[src/rtl/vga_maze_render.sv]
// Two-stage tile-map pixel renderer: a 20x15 map of 32x32 tiles plus a player marker,
// with syncs and frame-start pulse delayed to line up with the colour outputs.
module vga_maze_render #(
  parameter int          H_ACTIVE = 640,
  parameter int          V_ACTIVE = 480,
  parameter logic [11:0] C_FLOOR  = 12'h000,
  parameter logic [11:0] C_WALL   = 12'h00F,
  parameter logic [11:0] C_GOAL   = 12'h0F0,
  parameter logic [11:0] C_START  = 12'hFF0,
  parameter logic [11:0] C_PLAYER = 12'hF00
) (
  input  logic        i_Clk,
  input  logic        i_Rst,
  input  logic [10:0] i_HPos,
  input  logic [10:0] i_VPos,
  input  logic        i_HSync,
  input  logic        i_VSync,
  input  logic        i_WrEn,
  input  logic [8:0]  i_WrAddr,
  input  logic [1:0]  i_WrData,
  input  logic [4:0]  i_PlayerX,
  input  logic [3:0]  i_PlayerY,
  output logic        o_HSync,
  output logic        o_VSync,
  output logic [3:0]  o_Red,
  output logic [3:0]  o_Grn,
  output logic [3:0]  o_Blu,
  output logic        o_FrameStart
);

  localparam int TILES = 300;

  // Tile map kept as a flat vector so reset can clear it in one assignment.
  logic [2*TILES-1:0] map_bits;
  logic [4:0]         shadow_x;
  logic [3:0]         shadow_y;

  logic        frame_edge;
  logic        active;
  logic [4:0]  tile_col;
  logic [3:0]  tile_row;
  logic [8:0]  tile_idx;
  logic [1:0]  tile_rd;
  logic        player_hit;

  logic        s1_active;
  logic [1:0]  s1_tile;
  logic        s1_player;
  logic        s1_hsync;
  logic        s1_vsync;
  logic        s1_frame;

  logic [11:0] pixel_next;
  logic [11:0] pixel;

  function automatic logic in_band(input logic [4:0] off);
    return (off >= 5'd8) && (off <= 5'd23);
  endfunction

  always_comb begin
    frame_edge = (i_HPos == 11'd0) && (i_VPos == 11'(V_ACTIVE));
    active     = (i_HPos < 11'(H_ACTIVE)) && (i_VPos < 11'(V_ACTIVE));
    tile_col   = i_HPos[9:5];
    tile_row   = i_VPos[8:5];
    tile_idx   = 9'(tile_row) * 9'd20 + 9'(tile_col);
    tile_rd    = 2'd0;
    // Blanking positions can index past the map; those reads are never shown.
    if (tile_idx < 9'(TILES))
      tile_rd = map_bits[{tile_idx, 1'b0} +: 2];
    player_hit = (tile_col == shadow_x) && (tile_row == shadow_y) &&
                 (shadow_x < 5'd20) && (shadow_y < 4'd15) &&
                 in_band(i_HPos[4:0]) && in_band(i_VPos[4:0]);
  end

  // Map write lands on the same edge that stage 1 samples the old entry.
  always_ff @(posedge i_Clk or posedge i_Rst) begin
    if (i_Rst) begin
      map_bits <= '0;
    end else if (i_WrEn && (i_WrAddr < 9'(TILES))) begin
      map_bits[{i_WrAddr, 1'b0} +: 2] <= i_WrData;
    end
  end

  // Player position only moves during vertical blanking so frames never tear.
  always_ff @(posedge i_Clk or posedge i_Rst) begin
    if (i_Rst) begin
      shadow_x <= 5'd31;
      shadow_y <= 4'd15;
    end else if (frame_edge) begin
      shadow_x <= i_PlayerX;
      shadow_y <= i_PlayerY;
    end
  end

  always_ff @(posedge i_Clk or posedge i_Rst) begin
    if (i_Rst) begin
      s1_active <= 1'b0;
      s1_tile   <= 2'd0;
      s1_player <= 1'b0;
      s1_hsync  <= 1'b1;
      s1_vsync  <= 1'b1;
      s1_frame  <= 1'b0;
    end else begin
      s1_active <= active;
      s1_tile   <= tile_rd;
      s1_player <= player_hit;
      s1_hsync  <= i_HSync;
      s1_vsync  <= i_VSync;
      s1_frame  <= frame_edge;
    end
  end

  always_comb begin
    pixel_next = 12'h000;
    if (s1_active) begin
      if (s1_player) begin
        pixel_next = C_PLAYER;
      end else begin
        case (s1_tile)
          2'd0:    pixel_next = C_FLOOR;
          2'd1:    pixel_next = C_WALL;
          2'd2:    pixel_next = C_GOAL;
          default: pixel_next = C_START;
        endcase
      end
    end
  end

  always_ff @(posedge i_Clk or posedge i_Rst) begin
    if (i_Rst) begin
      pixel        <= 12'h000;
      o_HSync      <= 1'b1;
      o_VSync      <= 1'b1;
      o_FrameStart <= 1'b0;
    end else begin
      pixel        <= pixel_next;
      o_HSync      <= s1_hsync;
      o_VSync      <= s1_vsync;
      o_FrameStart <= s1_frame;
    end
  end

  assign o_Red = pixel[11:8];
  assign o_Grn = pixel[7:4];
  assign o_Blu = pixel[3:0];

endmodule

[config.mk]
export PLATFORM = sky130hd
export DESIGN_NAME = vga_maze_render
export DESIGN_NICKNAME = d
export VERILOG_FILES = /design/src/rtl/vga_maze_render.sv
export SDC_FILE = /design/constraint.sdc
export NUM_CORES = 2
export LEC_CHECK = 0
export CAP_MARGIN = 20
export CORE_MARGIN = 3
export CORE_UTILIZATION = 60
export CTS_BUF_LIST = sky130_fd_sc_hd__clkbuf_4
export CTS_CLUSTER_SIZE = 28
export DETAILED_ROUTE_END_ITERATION = 10
export PLACE_DENSITY = 0.83
export SETUP_SLACK_MARGIN = 0.15
export SYNTH_ARGS = -nofsm -noshare
export SYNTH_HDL_FRONTEND = slang
export SYNTH_SLANG_ARGS = --single-unit
[constraint.sdc]
create_clock -name i_Clk -period 33.4 [get_ports i_Clk]
set_input_delay 10.02 -clock i_Clk [delete_from_list [all_inputs] [get_ports i_Clk]]
set_output_delay 10.02 -clock i_Clk [all_outputs]
set_load 0.01 [all_outputs]
==> results.md <==
- Die area: 0.05513 mm^2
- Least-Margin Pin Slew: 1.240 ns
- Most common cell on crit path: nand2_1
- Most used DFF post-synth: dfrtp_1
- Commonest cells post-synth: 609 x dfrtp_1, 539 x mux2_2, 289 x nor2_1
- Worst path max stage delay: 0.94 ns
- PwrDens: 45.41 mW/mm^2
- First-pass GRT wire length: 142400 um
- ANT nets after route: 0
- Per-cell routed wire length: 27.20 um
- Routed vias: 23020
- Layout cell share with drive strength beyond 1: 36.97%
- GR Util met1: 44.24%
- CTS clk-pin slew, worst paths: 0.06 ns
- Worst Clk Skew: 0.04563 ns
- Post-CTS sizing: 0
- Syn_nets: 2599
- Post-detail-place hpwl: 64770 um
- Worst-path fanout max: 19
- Post-synth cell types: 68
- Final #Nets: 2704
- H-Tree Depth: 4
- Sequential cell area fraction in the yosys report: 49.61%
- Vias in the first global route: 23900
- Top post-synthesis cells by area: dfrtp_1 49%, mux2_2 19%, mux4_2 9.0%
- Post-layout util: 67.11%
- Final Hold Fails: 0
- Slowest stage cell on the critical path: nand2_1
- GRT Util Overall: 34.09%
- Yosys reg bits: 622
- IO Port Bufs: 61
- Top Ports: 62
- Post-CTS Hold Buffers: 0
- RSZ-0062 raised after global routing: false
- Mapped Cells: 2539
- M3 GR Usage: 12.81%
- Final period util: 41.18%
- Most frequent cell after synthesis: dfrtp_1
- Later-pin clock latency in the skew report: 1.06 ns
- Maxcap violations: 0
- Syn Area/Cell: 12.37 um^2
- Leakage: 16.07 nW
- Grt peak-use layer: met2
- RePlAce Congestion: 1.046
- Required time worst endpoint: 34.31 ns
- Post-Layout Inst Area: 0.03457 mm^2
- First-iteration detailed-routing DRC count: 2875
- Relative slew margins: 16.67%
- Final TNS setup: 0 ns
- DR pass1 iterations: 8
- Core area: 0.05151 mm^2
- Overall power: 0.001570 W
- Area share of the largest cell type after synthesis: 48.52%
- WP data arrival: 14.67 ns
- Row count: 83
- Initial antenna violation count: 10
- CP bufs+invs: 2
- Max Fclk: 72.70 MHz
- Die Y: 234.8 um
- Worst setup EP type: flop
- Global route overflow: 0
- Placement Setup Slack: 18.83 ns
- CP delay by family, top: simple AND/OR/NAND/NOR gates
- Die Wd: 234.8 um
- Clk buf depth: 3
- # Post-CTS Setup Buffers: 0
- Status: finished, final reports clean
- P&R area growth vs syn: 10.06%
- Post-Route WL: 93630 um
- # DRC: 0
- TritonCTS clock tree: built
- Post-route setup slack: 19.65 ns
- CTS Buf Count: 162
- Largest net degree at the start of global routing: 158
- Root Driver: clkbuf_4
- Async set-reset flop share out of synthesis: 100.0%
- DP Area: 0.03249 mm^2
- Vias per Instance: 6.687
- Post-synth EDFFs: 0
- WS Path Type: in2reg
- Final Setup Violations: 0
- Max Slew Vio Count: 0
- Met2 usage: 50.03%
- Fin crit period: 13.75 ns
- Initial Utilization: 60.97%
- Hold crit path type: reg2reg
- Largest area contributor in the netlist: dfrtp_1
- Crit path cell chain: clkdlybuf4s50_1, inv_1, ha_1, nor2b_1, a31oi_1, o22ai_1, nand2_1, nor2_1, nand2_1, mux2_1
- Worst VDD drop: 0.03348 mV
- Clk sinks: 622
- Yosys warning count: 0
- Critical Path Source Type: input port
- # fillers: 3669
- Synth Cell Area: 0.03141 mm^2
==> power breakdown <==
group,switching [W],internal [W]
registers,0.00000389,0.000760
clock network,0.000316,0.000329
logic,0.000114,0.0000464
==> worst register-to-register path, cell delays in order (launching register included) <==
cell and delay, ns:
dfrtp_1 0.39, mux4_2 0.47, nor2b_1 0.15, a211oi_1 0.67, a211oi_1 0.16, o21ai_0 0.18
a2111oi_0 0.12, a211o_1 0.33
==> layout make-up <==
cell class / count / area [um^2] / area share (%)
sequential: 622 / 15580 / 45.08
multi-input combinational: 1747 / 15120 / 43.74
clock buffer: 230 / 1727 / 4.995
timing repair buffer: 103 / 1016 / 2.939
tap: 680 / 850.8 / 2.461
clock inverter: 41 / 207.7 / 0.6009
inverter: 8 / 37.54 / 0.1086
antenna: 11 / 27.53 / 0.07963
==> final timing paths <==
path / start / to / slack [ns] / cells past startpoint
hold reg to reg: s1_vsync / o_VSync / 0.36 / 0
setup reg to reg: map_bits[352] / s1_tile[0] / 30.79 / 7
min in group asynchronous: i_Rst / map_bits[427] / 9.63 / 2
hold / removal: s1_vsync / o_VSync / 0.36 / 0
max in group asynchronous: i_Rst / map_bits[581] / 21.65 / 5
setup / recovery: i_WrAddr[0] / map_bits[554] / 19.65 / 10
==> flip-flops by register name (all words and copies together) (netlist names) <==
name	count
s1_vsync	1
shadow_y	4
s1_active	1
s1_frame	1
pixel	3
o_VSync	1
shadow_x	5
s1_player	1
o_HSync	1
s1_tile	2
o_FrameStart	1
map_bits	600
s1_hsync	1
==> per-stage QoR <==
| stage | std cells | hold WS, ns |
|---|---|---|
| 6_report | 3442 | 0.3551 |
| 3_3_place_gp | 3156 | 0.3407 |
| 2_1_floorplan | 2539 | 0.3312 |
| 5_1_grt | 3437 | 0.3550 |
| 4_1_cts | 3427 | 0.3537 |
| 3_5_place_dp | 3156 | 0.3485 |
==> kinds of logic (layout without fill, tap and decap cells) <==
| logic type | after synthesis | count (layout) | synth area share [%] |
|---|---|---|---|
| compound gates | 178 | 178 | 3.677 |
| xor+xnor | 22 | 22 | 0.6135 |
| fa+ha+maj | 13 | 13 | 0.5657 |
| buf+inv | 170 | 382 | 2.486 |
| flops | 622 | 622 | 49.61 |
| mux | 789 | 789 | 32.64 |
| other cells | 0 | 11 | 0 |
| simple gates | 745 | 745 | 10.40 |
==> layer usage <==
layer,part of all wire [%],vias to the layer above
li1,-,9463
met1,37,11630
met2,44,1554
met3,13,359
met4,6.2,8
met5,0.061,-
==> cell usage in the layout, fill, tap and decap left out, types with 6 or more instances in the layout <==
cell             Yosys  final
a211oi_1             6      6
a21o_1               6      6
a21oi_1             27     27
a22oi_1              8      8
and2_1              10     10
buf_4               16     37
clkbuf_4             0    230
clkdlybuf4s50_1      0     57
clkinv_1             1     38
dfrtp_1            609    609
dfstp_2             13     13
diode_2              0     11
ha_1                11     10
inv_1                7      6
mux2_1              83     83
mux2_2             539    539
mux2i_1             41     41
mux4_2             126    126
nand2_1            255    254
nand2_2             21     22
nand3_1             34     34
nand4_1              6      6
nor2_1             289    288
nor2b_1              7      7
nor3_1              67     64
nor3_2              15     18
nor4_1               8      8
o21ai_0             63     63
o221ai_1            24     24
o22ai_1             18     18
xnor2_1             14     12
xor2_1               8      7
(Power assumes the default switching activity.)
==> patch 1 (config.mk and constraints unchanged) <==
The parameter `H_ACTIVE` goes from 640 to 320.
--- a/src/rtl/vga_maze_render.sv
+++ b/src/rtl/vga_maze_render.sv
@@ -2,5 +2,5 @@
 // with syncs and frame-start pulse delayed to line up with the colour outputs.
 module vga_maze_render #(
-  parameter int          H_ACTIVE = 640,
+  parameter int          H_ACTIVE = 320,
   parameter int          V_ACTIVE = 480,
   parameter logic [11:0] C_FLOOR  = 12'h000,
Check against the original RTL: not equivalent (Yosys sat finds a counterexample within 4 cycles, from zero or initial values and one cycle with i_Rst high).
==> patch 1 against the unedited design <==
  * Routed wire length increased by 5.3%
  * Sequential power barely moved
  * Worst setup slack improved by 0.046 ns
  * Non-clock buffer count fell by 2
  * Sequential cell count is the same
  * Clock skew is 0.028 ns higher
  * Area after synthesis down 1.2%
  * Final cell count shrank 2.4%
  * Die area shrank 1.2%
  * Power grew 3.1%
  * Cell area shrank 0.71%
  * Core utilization up 0.75 points
  * First-iteration DRC count is 2.1% lower
  * Critical path type unchanged
==> patch 1: results (changes against the unedited design) <==
Sw Ratio = 0.274 (-0.00235)
# fillers = 3542 (-3.5%)
nets@finish = 2627 (-2.8%)
CTS buffer count = 164 (+1.2%)
most instantiated cells after synthesis = 609 x dfrtp_1, 582 x mux2_2, 303 x nand2_1
vias in the first global route = 24200 (+1.2%)
Slew @ Worst Pin = 1.25 ns (+0.0144 ns)
drt first pass iters = 6 (-2)
drt first-iter violations = 2814 (-2.1%)
final WL = 98600 um (+5.3%)
leak pwr = 16.1 nW (about the same)
status = finished clean
routing usage on met3 = 0.143 (+0.0150)
met1 usage = 0.472 (+0.0300)
top post-synthesis cells by area = dfrtp_1 49%, mux2_2 21%, mux4_2 9.5%
Final GP Congestion = 1.00 (-4.2%)
Global Route met2 Usage = 0.539 (+0.0385)
Total Routing Usage GR = 0.371 (+0.0302)
number of antenna violations at the first check in global routing = 5 (-5)
first-pass GRT wire length = 148000 um (+4.0%)
post-CTS sizing = 0 (unchanged)
syn_nets = 2522 (-3.0%)
Seq/Total Area, Yosys = 0.502 (+0.00620)
clock skew = 0.0732 ns (+0.0276 ns)
dpl hpwl = 65100 um (+0.55%)
==> patch 1: cell types whose count changed after synthesis, moves of 8 or more <==
cell | unedited run | this run
a22o_1 | 2 | 10
a22oi_1 | 8 | 18
and3_1 | 1 | 10
mux2_1 | 83 | 6
mux2_2 | 539 | 582
nand2_1 | 255 | 303
nand2_2 | 21 | 0
nand3_1 | 34 | 70
nor2_1 | 289 | 178
nor3_1 | 67 | 56
nor3_2 | 15 | 2
o21ai_0 | 63 | 51
o221ai_1 | 24 | 5
o22ai_1 | 18 | 10
==> patch 1: worst paths after layout <==
check	to	slack, ns	start	cells after the start
max in group asynchronous	map_bits[267]	21.82	i_Rst	5
min	o_HSync	0.35	s1_hsync	0
max reg2reg	s1_tile[0]	30.72	map_bits[398]	7
max	s1_tile[0]	19.69	i_HPos[7]	11
min in group asynchronous	map_bits[68]	9.53	i_Rst	2
min reg2reg	o_HSync	0.35	s1_hsync	0
==> patch 1: layout make-up <==
class	count	area share
Antenna cell	6	0.000437
Clock buffer	251	0.0549
Multi-Input combinational cell	1666	0.429
Sequential cell	622	0.454
Tap cell	672	0.0245
Timing Repair Buffer	101	0.0280
Inverter	12	0.00153
Clock inverter	31	0.00729
==> patch 1: power groups by stage <==
stage          Combinational (W)  Clock (W)  Sequential, W
2_1_floorplan          0.0000916          0       0.000776
3_3_place_gp            0.000146          0       0.000777
3_5_place_dp            0.000148          0       0.000777
4_1_cts                 0.000149   0.000704       0.000763
5_1_grt                 0.000161   0.000747       0.000763
6_report                0.000156   0.000699       0.000763
==> patch 1: metal layers <==
metal	part of all wire	routed length (um)
met5	0.00053	52
met4	0.070	6870
met3	0.13	13100
met2	0.44	43300
met1	0.36	35300
==> patch 1: worst max-delay path: cells and delay by family <==
kind / cells / cell delay (ns)
AOI/OAI and AO/OA: 5 / 1.39
and+or+nand+nor: 2 / 1.29
buffers and inverters: 2 / 1.10
adders and majority gates: 2 / 0.78
==> patch 1: logic make-up after synthesis <==
kind of cell / Yosys count / share of synthesized area
AO/OA/AOI/OAI: 169 / 0.0365
XOR/XNOR: 19 / 0.00561
adder cells (fa/ha/maj): 13 / 0.00573
buffers and inverters: 174 / 0.0263
flip-flops: 622 / 0.502
multiplexers: 767 / 0.324
AND/OR/NAND/NOR: 698 / 0.0995
==> patch 1: stage by stage <==
step	hold WS (ns)	setup WS [ns]	power [W]	instances	utilization
final	0.354	19.69	0.00162	3361	0.679
after global routing	0.365	19.79	0.00167	3357	0.678
after CTS	0.356	20.04	0.00162	3352	0.677
after detailed placement	0.345	18.90	0.000925	3070	0.635
after global placement	0.336	19.00	0.000923	3070	0.635
after floorplan	0.331	5.98	0.000868	2462	-
==> patch 2 (same flow settings) <==
Made on the original files. Put a register stage on the outputs `o_Red`, `o_Grn` and `o_Blu`, without a reset. The values now appear one clock later. The other outputs are not delayed to match.
--- a/src/rtl/vga_maze_render.sv
+++ b/src/rtl/vga_maze_render.sv
@@ -141,7 +141,9 @@
   end
 
-  assign o_Red = pixel[11:8];
-  assign o_Grn = pixel[7:4];
-  assign o_Blu = pixel[3:0];
+  always_ff @(posedge i_Clk) begin
+    o_Red <= pixel[11:8];
+    o_Grn <= pixel[7:4];
+    o_Blu <= pixel[3:0];
+  end
 
 endmodule
Function: changed (Yosys sat finds a counterexample within 4 cycles, from zero or initial values and one cycle with i_Rst high).
==> patch 2 against the unedited design <==
  * Area after synthesis increased by 0.63%
  * Die area increased by 0.61%
  * Cell area up 0.82%
  * Non-clock buffer count is 5 higher
  * Hold slack lost 0.010 ns
  * Clock skew increased by 0.026 ns
  * Power up 2.7%
  * Worst setup slack better by 0.33 ns
  * Sequential cell count rose by 3
  * Critical path depth down 1
  * Routed wire length rose by 5.4%
==> patch 2: results (changes against the unedited design) <==
most instantiated cells after synthesis = 609 x dfrtp_1, 543 x mux2_2, 283 x nor2_1
CP Max Fanout = 54 (+35)
Synth Instances = 2557 (+0.71%)
Post-synth ARST share = 0.995 (-0.00480)
Total Routing Usage GR = 0.356 (+0.0154)
status = finished clean
vias in the first global route = 24300 (+1.5%)
R2R Setup Slk = 30.78 ns (about the same)
pre-CTS WS = 18.94 ns (+0.113 ns)
Synth Area in Compound Gates = 0.0387 (+0.00191)
syn_nets = 2617 (+0.69%)
largest net degree at the start of global routing = 179 (+13%)
routing usage on met3 = 0.134 (+0.00562)
Global Route met2 Usage = 0.519 (+0.0186)
met1 usage = 0.460 (+0.0176)
Synth Area in Adders = 0.00562 (-0.0000354)
Max IR drop VDD = 0.0344 mV (+2.8%)
first-pass GRT wire length = 148000 um (+4.2%)
FF-to-FF Start = map_bits[284]
Post-Synth XOR/XNOR Area = 0.00610 (-0.0000384)
Final GP Congestion = 1.01 (-3.9%)
synth unique cells = 71 (+4.4%)
nets@finish = 2727 (+0.85%)
drt first-iter violations = 2933 (+2.0%)
layout cell share with drive strength beyond 1 = 0.379 (+0.00981)
WL met1 = 36300 um (+5.0%)
crit path DAT = 14.33 ns (-0.34 ns)
leak pwr = 16.2 nW (+0.65%)
Hold Slack = 0.345 ns (-0.0103 ns)
Tcrit/Tclk final = 0.402 (-0.00994)
==> patch 2: worst max-delay path, cell delays in order <==
cell and delay, ns:
clkdlybuf4s50_1 0.63, or2_1 0.41, nor4_2 0.50, xnor2_2 0.17, buf_4 0.58, nand2_1 0.80, nor2_1 0.68, nand2_1 0.20
mux2_2 0.33
==> patch 2: cell type report <==
class / instances / area (sq um) / area share
Antenna cell: 2 / 5.00 / 0.000144
Clock buffer: 235 / 1760 / 0.0506
Clock inverter: 42 / 292 / 0.00837
Inverter: 9 / 41.3 / 0.00118
Multi-Input combinational cell: 1761 / 15200 / 0.436
Sequential cell: 625 / 15600 / 0.449
Tap cell: 680 / 851 / 0.0244
Timing Repair Buffer: 108 / 1050 / 0.0302
==> patch 2: power groups by stage <==
stage	Clock (W)	Sequential, W	Combinational, W
global route	0.000725	0.000768	0.000170
finish	0.000678	0.000768	0.000165
CTS	0.000683	0.000768	0.000157
global placement	0	0.000782	0.000153
floorplan	0	0.000781	0.0000957
detailed placement	0	0.000782	0.000156
==> patch 2: worst paths after layout <==
| path | end | cells after the start |
|---|---|---|
| setup / recovery | map_bits[432] | 9 |
| hold / removal | o_FrameStart | 0 |
| setup reg to reg | s1_tile[0] | 6 |
| hold reg to reg | o_FrameStart | 0 |
| max in group asynchronous | map_bits[447] | 6 |
| min in group asynchronous | map_bits[470] | 2 |
==> patch 2: kinds of logic (layout without fill, tap and decap cells) <==
group / count (synthesis) / count (layout)
mux: 788 / 788
simple gates: 748 / 748
flops: 625 / 625
compound gates: 190 / 190
buf+inv: 171 / 394
xor+xnor: 22 / 22
fa+ha+maj: 13 / 13
other cells: 0 / 2
